File: src/rtl/instr_fetch.sv
// Instruction fetch stage: requests a word from imem, holds it in IR
// until retire, then computes the next fetch address from PC_sel.
module instr_fetch #(
  parameter logic [31:0] RESET_PC = 32'h0000_3000
) (
  input  logic        clk,
  input  logic        rst,
  output logic        imem_req,
  output logic [31:0] imem_addr,
  input  logic        imem_ack,
  input  logic [31:0] imem_rdata,
  input  logic        stall,
  input  logic [1:0]  PC_sel,
  input  logic        br_taken,
  input  logic [31:0] rs_data,
  output logic [31:0] instr,
  output logic [5:0]  opcode,
  output logic [5:0]  func,
  output logic        ir_valid,
  output logic [31:0] pc,
  output logic [31:0] pc_plus4,
  output logic [31:0] instret,
  output logic        err
);

  typedef enum logic [1:0] {
    FETCH = 2'd0,
    HOLD  = 2'd1,
    ERR   = 2'd2
  } state_e;

  state_e      state_q, state_d;
  logic [31:0] fetch_pc_q, fetch_pc_d;
  logic [31:0] instr_q, instr_d;
  logic [31:0] pc_q, pc_d;
  logic [31:0] instret_q, instret_d;

  logic        retire;
  logic        misaligned;
  logic [31:0] pc4;
  logic [31:0] br_off;
  logic [31:0] target;

  assign pc4    = pc_q + 32'd4;
  assign br_off = {{14{instr_q[15]}}, instr_q[15:0], 2'b00};
  assign retire = (state_q == HOLD) && !stall;

  always_comb begin
    target = pc4;
    unique case (PC_sel)
      2'b00: target = pc4;
      2'b01: target = br_taken ? (pc4 + br_off) : pc4;
      2'b10: target = {pc4[31:28], instr_q[25:0], 2'b00};
      2'b11: target = rs_data;
    endcase
  end

  // only a register target can land off a word boundary
  assign misaligned = |target[1:0];

  always_ff @(posedge clk) begin
    if (rst) begin
      state_q    <= FETCH;
      fetch_pc_q <= RESET_PC;
      instr_q    <= '0;
      pc_q       <= RESET_PC;
      instret_q  <= '0;
    end else begin
      state_q    <= state_d;
      fetch_pc_q <= fetch_pc_d;
      instr_q    <= instr_d;
      pc_q       <= pc_d;
      instret_q  <= instret_d;
    end
  end

  always_comb begin
    state_d = state_q;
    unique case (state_q)
      FETCH:   if (imem_ack) state_d = HOLD;
      HOLD:    if (!stall) state_d = misaligned ? ERR : FETCH;
      ERR:     state_d = ERR;
      default: state_d = FETCH;
    endcase
  end

  always_comb begin
    fetch_pc_d = fetch_pc_q;
    instr_d    = instr_q;
    pc_d       = pc_q;
    instret_d  = instret_q;
    if ((state_q == FETCH) && imem_ack) begin
      instr_d = imem_rdata;
      pc_d    = fetch_pc_q;
    end
    if (retire) begin
      fetch_pc_d = target;
      instret_d  = instret_q + 32'd1;
    end
  end

  always_comb begin
    imem_req = 1'b0;
    ir_valid = 1'b0;
    err      = 1'b0;
    unique case (state_q)
      FETCH:   imem_req = 1'b1;
      HOLD:    ir_valid = 1'b1;
      ERR:     err      = 1'b1;
      default: imem_req = 1'b0;
    endcase
  end

  assign imem_addr = fetch_pc_q;
  assign instr     = instr_q;
  assign opcode    = instr_q[31:26];
  assign func      = instr_q[5:0];
  assign pc        = pc_q;
  assign pc_plus4  = pc4;
  assign instret   = instret_q;

endmodule

File: config.mk
export PLATFORM = sky130hd
export DESIGN_NAME = instr_fetch
export DESIGN_NICKNAME = d
export VERILOG_FILES = /design/src/rtl/instr_fetch.sv
export SDC_FILE = /design/constraint.sdc
export NUM_CORES = 1
export LEC_CHECK = 0
export CORE_AREA = 5 5 135 137
export DETAILED_ROUTE_END_ITERATION = 8
export DIE_AREA = 0 0 140 142
export PLACE_DENSITY = 0.81
export RECOVER_POWER = 25
export SLEW_MARGIN = 20
export SYNTH_ARGS = -nofsm -noshare
export SYNTH_HDL_FRONTEND = slang
export SYNTH_SLANG_ARGS = --single-unit
File: constraint.sdc
create_clock -name clk -period 5.8 [get_ports clk]
set_clock_uncertainty 0.15 [all_clocks]
set_input_delay 0.87 -clock clk [delete_from_list [all_inputs] [get_ports clk]]
set_output_delay 0.87 -clock clk [all_outputs]
set_load 0.05 [all_outputs]
======== Word level (Yosys, flattened, before mapping) ========
Cells that the tools add are included.
storage, ports and cells
  output and inout port bits .............. 175
  word-level logic and storage cells ...... 31
  memory bits (writable) .................. 0
  input bits .............................. 71
  memories ................................ 0
  flip-flop bits (word level) ............. 130
  latch bits .............................. 0
  memory bits (read-only) ................. 0
cells by class
  multiply operators ...................... 0
  $lt $le $gt $ge ......................... 0
  equal/unequal tests ..................... 7
  divide/modulo/power cells ............... 0
  muxes and demuxes ....................... 9
  shift-type cells ........................ 0
  bitwise gates (word level) .............. 0
  reductions and logical operators ........ 7
  add/subtract/negate cells ............... 3
operator list
  cell                     number
  $pmux W32 S4             1
  $add A32 B1 Y32 const B  1
  $add A32 B3 Y32 const B  1
  $add A32 B32 Y32         1
  $mux W32                 1
  $eq A2 B2 Y1 const B     3
  $mux W2                  3
  $pmux W2 S3              1
  $eq A2 B1 Y1 const B     2
  $logic_not A2 Y1         2
  $ne A2 B2 Y1 const B     2
  $mux W1                  3
  $logic_and A1 B1 Y1      2
  $reduce_and A2 Y1        1
  $reduce_or A2 Y1         1
  $logic_not A1 Y1         1

======== Longest topological paths before layout ========
  word-level depth ........................ 8
  mapped depth ............................ 16
  depth with buffers taken out ............ 16

======== Worst setup path before layout ========
Ideal clock, no wire load.
  kind .................................... reg-to-reg
  start ................................... register pc_q[2] (netlist: pc[2])
  end ..................................... register fetch_pc_q[31] (netlist: imem_addr[31])
  library setup time ...................... 0.103 ns
  arrival ................................. 5.123 ns
  clock period less this slack ............ 5.376 ns
  required time ........................... 5.547 ns
  path slack .............................. 0.424 ns
  path buffers ............................ 0
  cell stages (with the launch flop) ...... 17
  path through ............................ dfxtp_1 ha_1 nand3_1 nor3_1 nand3_1 nor3_1 nand3_1 xnor2_1 ha_1 a21oi_1 o21a_1 o22ai_1 a211o_1 or4_1 o211ai_1 a211oi_1 a2111oi_2
between the ends
  cells in the longest elaborated chain, start to end .. 4
RTL lines
  what                      line  RTL
  start: declaration        35    logic [31:0] pc_q, pc_d;
  start signal: assignment  72    pc_q <= pc_d;
  $add A32 B3 Y32           44    assign pc4 = pc_q + 32'd4;
  via pc_plus4[26]          21    output logic [31:0] pc_plus4,
  $add A32 B32 Y32          52    2'b01: target = br_taken ? (pc4 + br_off) : pc4;
  $mux W32                  52
  $pmux W32 S4              50    unique case (PC_sel)
  end signal: assignment    70    fetch_pc_q <= fetch_pc_d;
  end: declaration          33    logic [31:0] fetch_pc_q, fetch_pc_d;
The timed path passes the listed nets, and every way through them passes these cells.
A chain may end at the register's enable or synchronous reset.

==> summary.md <==
| Metric | Value |
|---|---|
| Number of clock sinks | `130` |
| Total gr overflow | `0` |
| Remaining antenna violation count after routing | `0` |
| Clock-pin slew on the worst setup and hold paths | `0.06 ns` |
| Pre-antenna DRT Iters | `5` |
| Ordered list of cells on the worst path | `clkbuf_1, nor2_1, o21ai_0, a31oi_1, a22oi_1, o21ai_1` |
| End of the worst register-to-register path | `imem_addr[31]` |
| Startpoint of the worst setup timing path | `rst` |
| Post-DP HPWL | `19800 µm` |
| Vias after detailed routing | `about 8400` |
| Number of instances in the synthesized netlist | `just over 1000` |
| Routed wirelength normalized by instance count | `18.5 µm` |
| Ys async rst share | `0` |
| Drt first-iter violations | `~670` |
| Sum of negative setup slack | `0 ns` |
| Result of the run | `finished with violations` |
| Critical path required time | `roughly 6.0 ns` |
| Final weighted congestion of routability-driven global placement | `0.977` |
| Die outline width | `between 100 and 150 µm` |
| Total GRT Usage | `0.267` |
| Number of buffers inserted by hold repair at cts | `0` |
| Ys flop type | `sky130_fd_sc_hd__dfxtp_1` |
| Number of max-slew violations in the final report | `146` |
| Total leakage power | `just over 4 nW` |
| Crit Path Category | `in -> reg` |
| Fin crit share | `0.820` |
| Warnings from Yosys | `0` |
| Maximum number of pins on one net before global-route repair | `81` |
| Clock tree from TritonCTS | `yes` |
| Sequential Area | `2600 µm²` |
| Element type at the critical path end | `register` |
| Commonest cells after routing, fill and taps aside | `sky130_fd_sc_hd__clkdlybuf4s50_1, sky130_fd_sc_hd__nand2_1, sky130_fd_sc_hd__dfxtp_1` |
| Site row count | `between 40 and 50` |
| Vias/cell | `about 5.7` |
| Buffer cell driving the clock tree root | `sky130_fd_sc_hd__clkbuf_16` |
| Sequential area share after synthesis | `0.330` |
| Biggest cell delay along the critical path | `around 2.6 ns` |
| Total wirelength of the detailed-routed design | `between 20000 and 30000 µm` |
| FF-to-FF path depth | `17` |
| Average cell area after synthesis | `about 7.6 µm²` |
| Worst reg2reg startpoint | `pc[2]` |
| CORE AREA | `around 17000 µm²` |
| Remaining DRCs | `0` |
| Fraction of final layout cells with drive strength greater than 1 | `0.0520` |
| RSZ-0062 raised after global routing | `no` |
| Net count after synthesis | `between 1000 and 1500` |
| Most common cell after layout, fill and taps aside | `sky130_fd_sc_hd__clkdlybuf4s50_1` |
| Latest clock arrival within the worst-skew pair | `around 0.44 ns` |
| Max frequency | `between 0.2 and 0.25 GHz` |
| Area of the multi-input gates | `4890 µm²` |
| Crit-path slowest cell | `sky130_fd_sc_hd__clkbuf_1` |
| Number of max-cap violations | `2` |
| H-Tree Depth | `4` |
| Worst-Margin Slew | `roughly 3.8 ns` |
| Areal power density over the cells | `between 200 and 250 nW/µm²` |
| Number of buffers inserted to repair setup after CTS | `0` |
| Final critical-path required period | `approximately 4.8 ns` |
| Failing checks | `capacitance limit, slew limit` |
| Vias in the first global route | `around 8200` |
| Final Setup Violations | `0` |
| Number of buffers between clock root and the deepest sink | `2` |
| Arrival time at the worst endpoint | `~4.9 ns` |
| Layout Area Growth over Synthesis | `39.2%` |
| I/O pin count | `approximately 250` |
| Inserted Clock Buffers | `17` |
| Quantity of I/O buffers inserted on ports | `approximately 250` |
| Worst IR drop on VDD | `between 200 and 250 µV` |
| Capture point of the critical path | `imem_addr[21]` |
| Die Ht | `around 140 µm` |
| Max transition margin | `-1.52` |
| Filler cell count | `around 1500` |
| Global-route wire length before repair | `~43000 µm` |
| Initial Utilization | `0.465` |
| Flop2flop setup slack | `1.24 ns` |
| Worst min-delay path category | `reg -> reg` |
| Number of register bits inferred by synthesis | `between 100 and 150` |
| Number of distinct standard cells referenced by the synthesized netlist | `67` |
| Post-cts resize count | `0` |
| Area of the mapped netlist | `roughly 7900 µm²` |
| Post-synth EDFFs | `0` |
| Final net count | `about 1300` |
| Final hold viol count | `0` |
| Die Area | `just under 20000 µm²` |
| Critical Path Start Type | `input port` |
| Critical Path Fanout Max | `80` |
| Ant. Diodes | `0` |
| Antenna violations before repair | `0` |
| Hold Slack | `around 0.32 ns` |
## critical path, delay by kind of cell
kind / cells / cell delay [ns]
AOI/OAI and AO/OA: 4 / 0.64
buffers and inverters: 1 / 2.61
and+or+nand+nor: 1 / 0.76
## metrics by stage
step / setup WS, ns / instance area [µm²] / instances / power (mW) / util
floorplan: 0.424 / 7880 / 1033 / 1.34 / -
global placement: 1.45 / 10400 / 1444 / 1.53 / 0.613
detailed placement: 1.37 / 10400 / 1444 / 1.53 / 0.613
CTS: 1.30 / 11000 / 1476 / 2.62 / 0.648
global route: 0.806 / 11000 / 1476 / 2.70 / 0.648
finish: 1.05 / 11000 / 1476 / 2.61 / 0.648
## cells by family (layout without fill, tap and decap cells)
group,count (synthesis),in the layout,synth area share
AOI/OAI and AO/OA,268,268,0.213
xor gates and xnor gates,69,69,0.0786
adders and majority gates,34,34,0.0549
buffers and inverters,90,308,0.0497
DFF,130,130,0.330
muxes,25,25,0.0330
and+or+nand+nor,417,417,0.241
## sequential cells by signal (all words and copies together) (netlist names)
name	count
instret	32
imem_addr	32
pc	32
state_q	2
instr	32
## cells in the mapped netlist, types with 3 or more instances
cell type	number	area, µm²
sky130_fd_sc_hd__nand2_1	184	691
sky130_fd_sc_hd__dfxtp_1	130	2600
sky130_fd_sc_hd__a21oi_1	119	596
sky130_fd_sc_hd__nor2_1	98	368
sky130_fd_sc_hd__clkbuf_1	50	188
sky130_fd_sc_hd__o21ai_0	42	210
sky130_fd_sc_hd__xor2_1	38	333
sky130_fd_sc_hd__nand3_1	35	175
sky130_fd_sc_hd__ha_1	33	413
sky130_fd_sc_hd__xnor2_1	29	254
sky130_fd_sc_hd__nor3_1	25	125
sky130_fd_sc_hd__inv_1	19	71.3
sky130_fd_sc_hd__mux2i_1	17	170
sky130_fd_sc_hd__a221oi_1	15	131
sky130_fd_sc_hd__buf_4	14	105
sky130_fd_sc_hd__nand4_1	14	87.6
sky130_fd_sc_hd__a211oi_1	12	90.1
sky130_fd_sc_hd__a21o_1	10	75.1
sky130_fd_sc_hd__and3_1	10	62.6
sky130_fd_sc_hd__or3_1	9	56.3
sky130_fd_sc_hd__nand2b_1	8	50.1
sky130_fd_sc_hd__a211o_1	7	61.3
sky130_fd_sc_hd__mux2_2	7	78.8
sky130_fd_sc_hd__o21a_1	7	52.6
sky130_fd_sc_hd__and4_1	6	52.6
sky130_fd_sc_hd__buf_1	6	22.5
sky130_fd_sc_hd__o211ai_1	6	45.0
sky130_fd_sc_hd__o21bai_1	6	45.0
sky130_fd_sc_hd__o21ai_1	5	25.0
sky130_fd_sc_hd__a221o_1	4	40.0
sky130_fd_sc_hd__a22oi_1	4	30.0
sky130_fd_sc_hd__a31oi_1	4	25.0
sky130_fd_sc_hd__and2_1	4	25.0
sky130_fd_sc_hd__nor2b_1	4	25.0
sky130_fd_sc_hd__o31ai_1	4	30.0
sky130_fd_sc_hd__nand3b_1	3	22.5
sky130_fd_sc_hd__o22ai_1	3	18.8
## routing by layer
layer | part of all wire | global-route usage | routed length (µm)
met5 | 0 | 0 | 0
met4 | 0.028 | 0.110 | 775
met2 | 0.47 | 0.447 | 12900
met3 | 0.081 | 0.0749 | 2210
met1 | 0.42 | 0.325 | 11400
## final cells by class
cell class / instances / share of cell area
Clock buffer: 17 / 0.0388
Clock inverter: 15 / 0.0149
Inverter: 19 / 0.00650
Multi-Input combinational cell: 813 / 0.446
Sequential cell: 130 / 0.237
Tap cell: 225 / 0.0257
Timing Repair Buffer: 257 / 0.230
## power by group
group	total [mW]	internal (mW)	leakage (nW)	switching [mW]
clock network	1.09	0.611	0.293	0.477
logic	0.555	0.199	2.80	0.356
registers	0.967	0.927	1.06	0.0399
total	2.61	1.74	4.14	0.873
## worst min-delay path by stage
stage	from	endpoint	slack, ns	depth (start not counted)
CTS	instr[25]	instr[25]	0.32	2
floorplan	imem_addr[23]	imem_addr[23]	0.52	2
global route	imem_addr[14]	pc[14]	0.34	2
global placement	imem_addr[1]	pc[1]	0.30	2
detailed placement	instr[25]	instr[25]	0.31	2
finish	instr[25]	instr[25]	0.32	2
No activity file was read; power rests on OpenSTA's default activity.
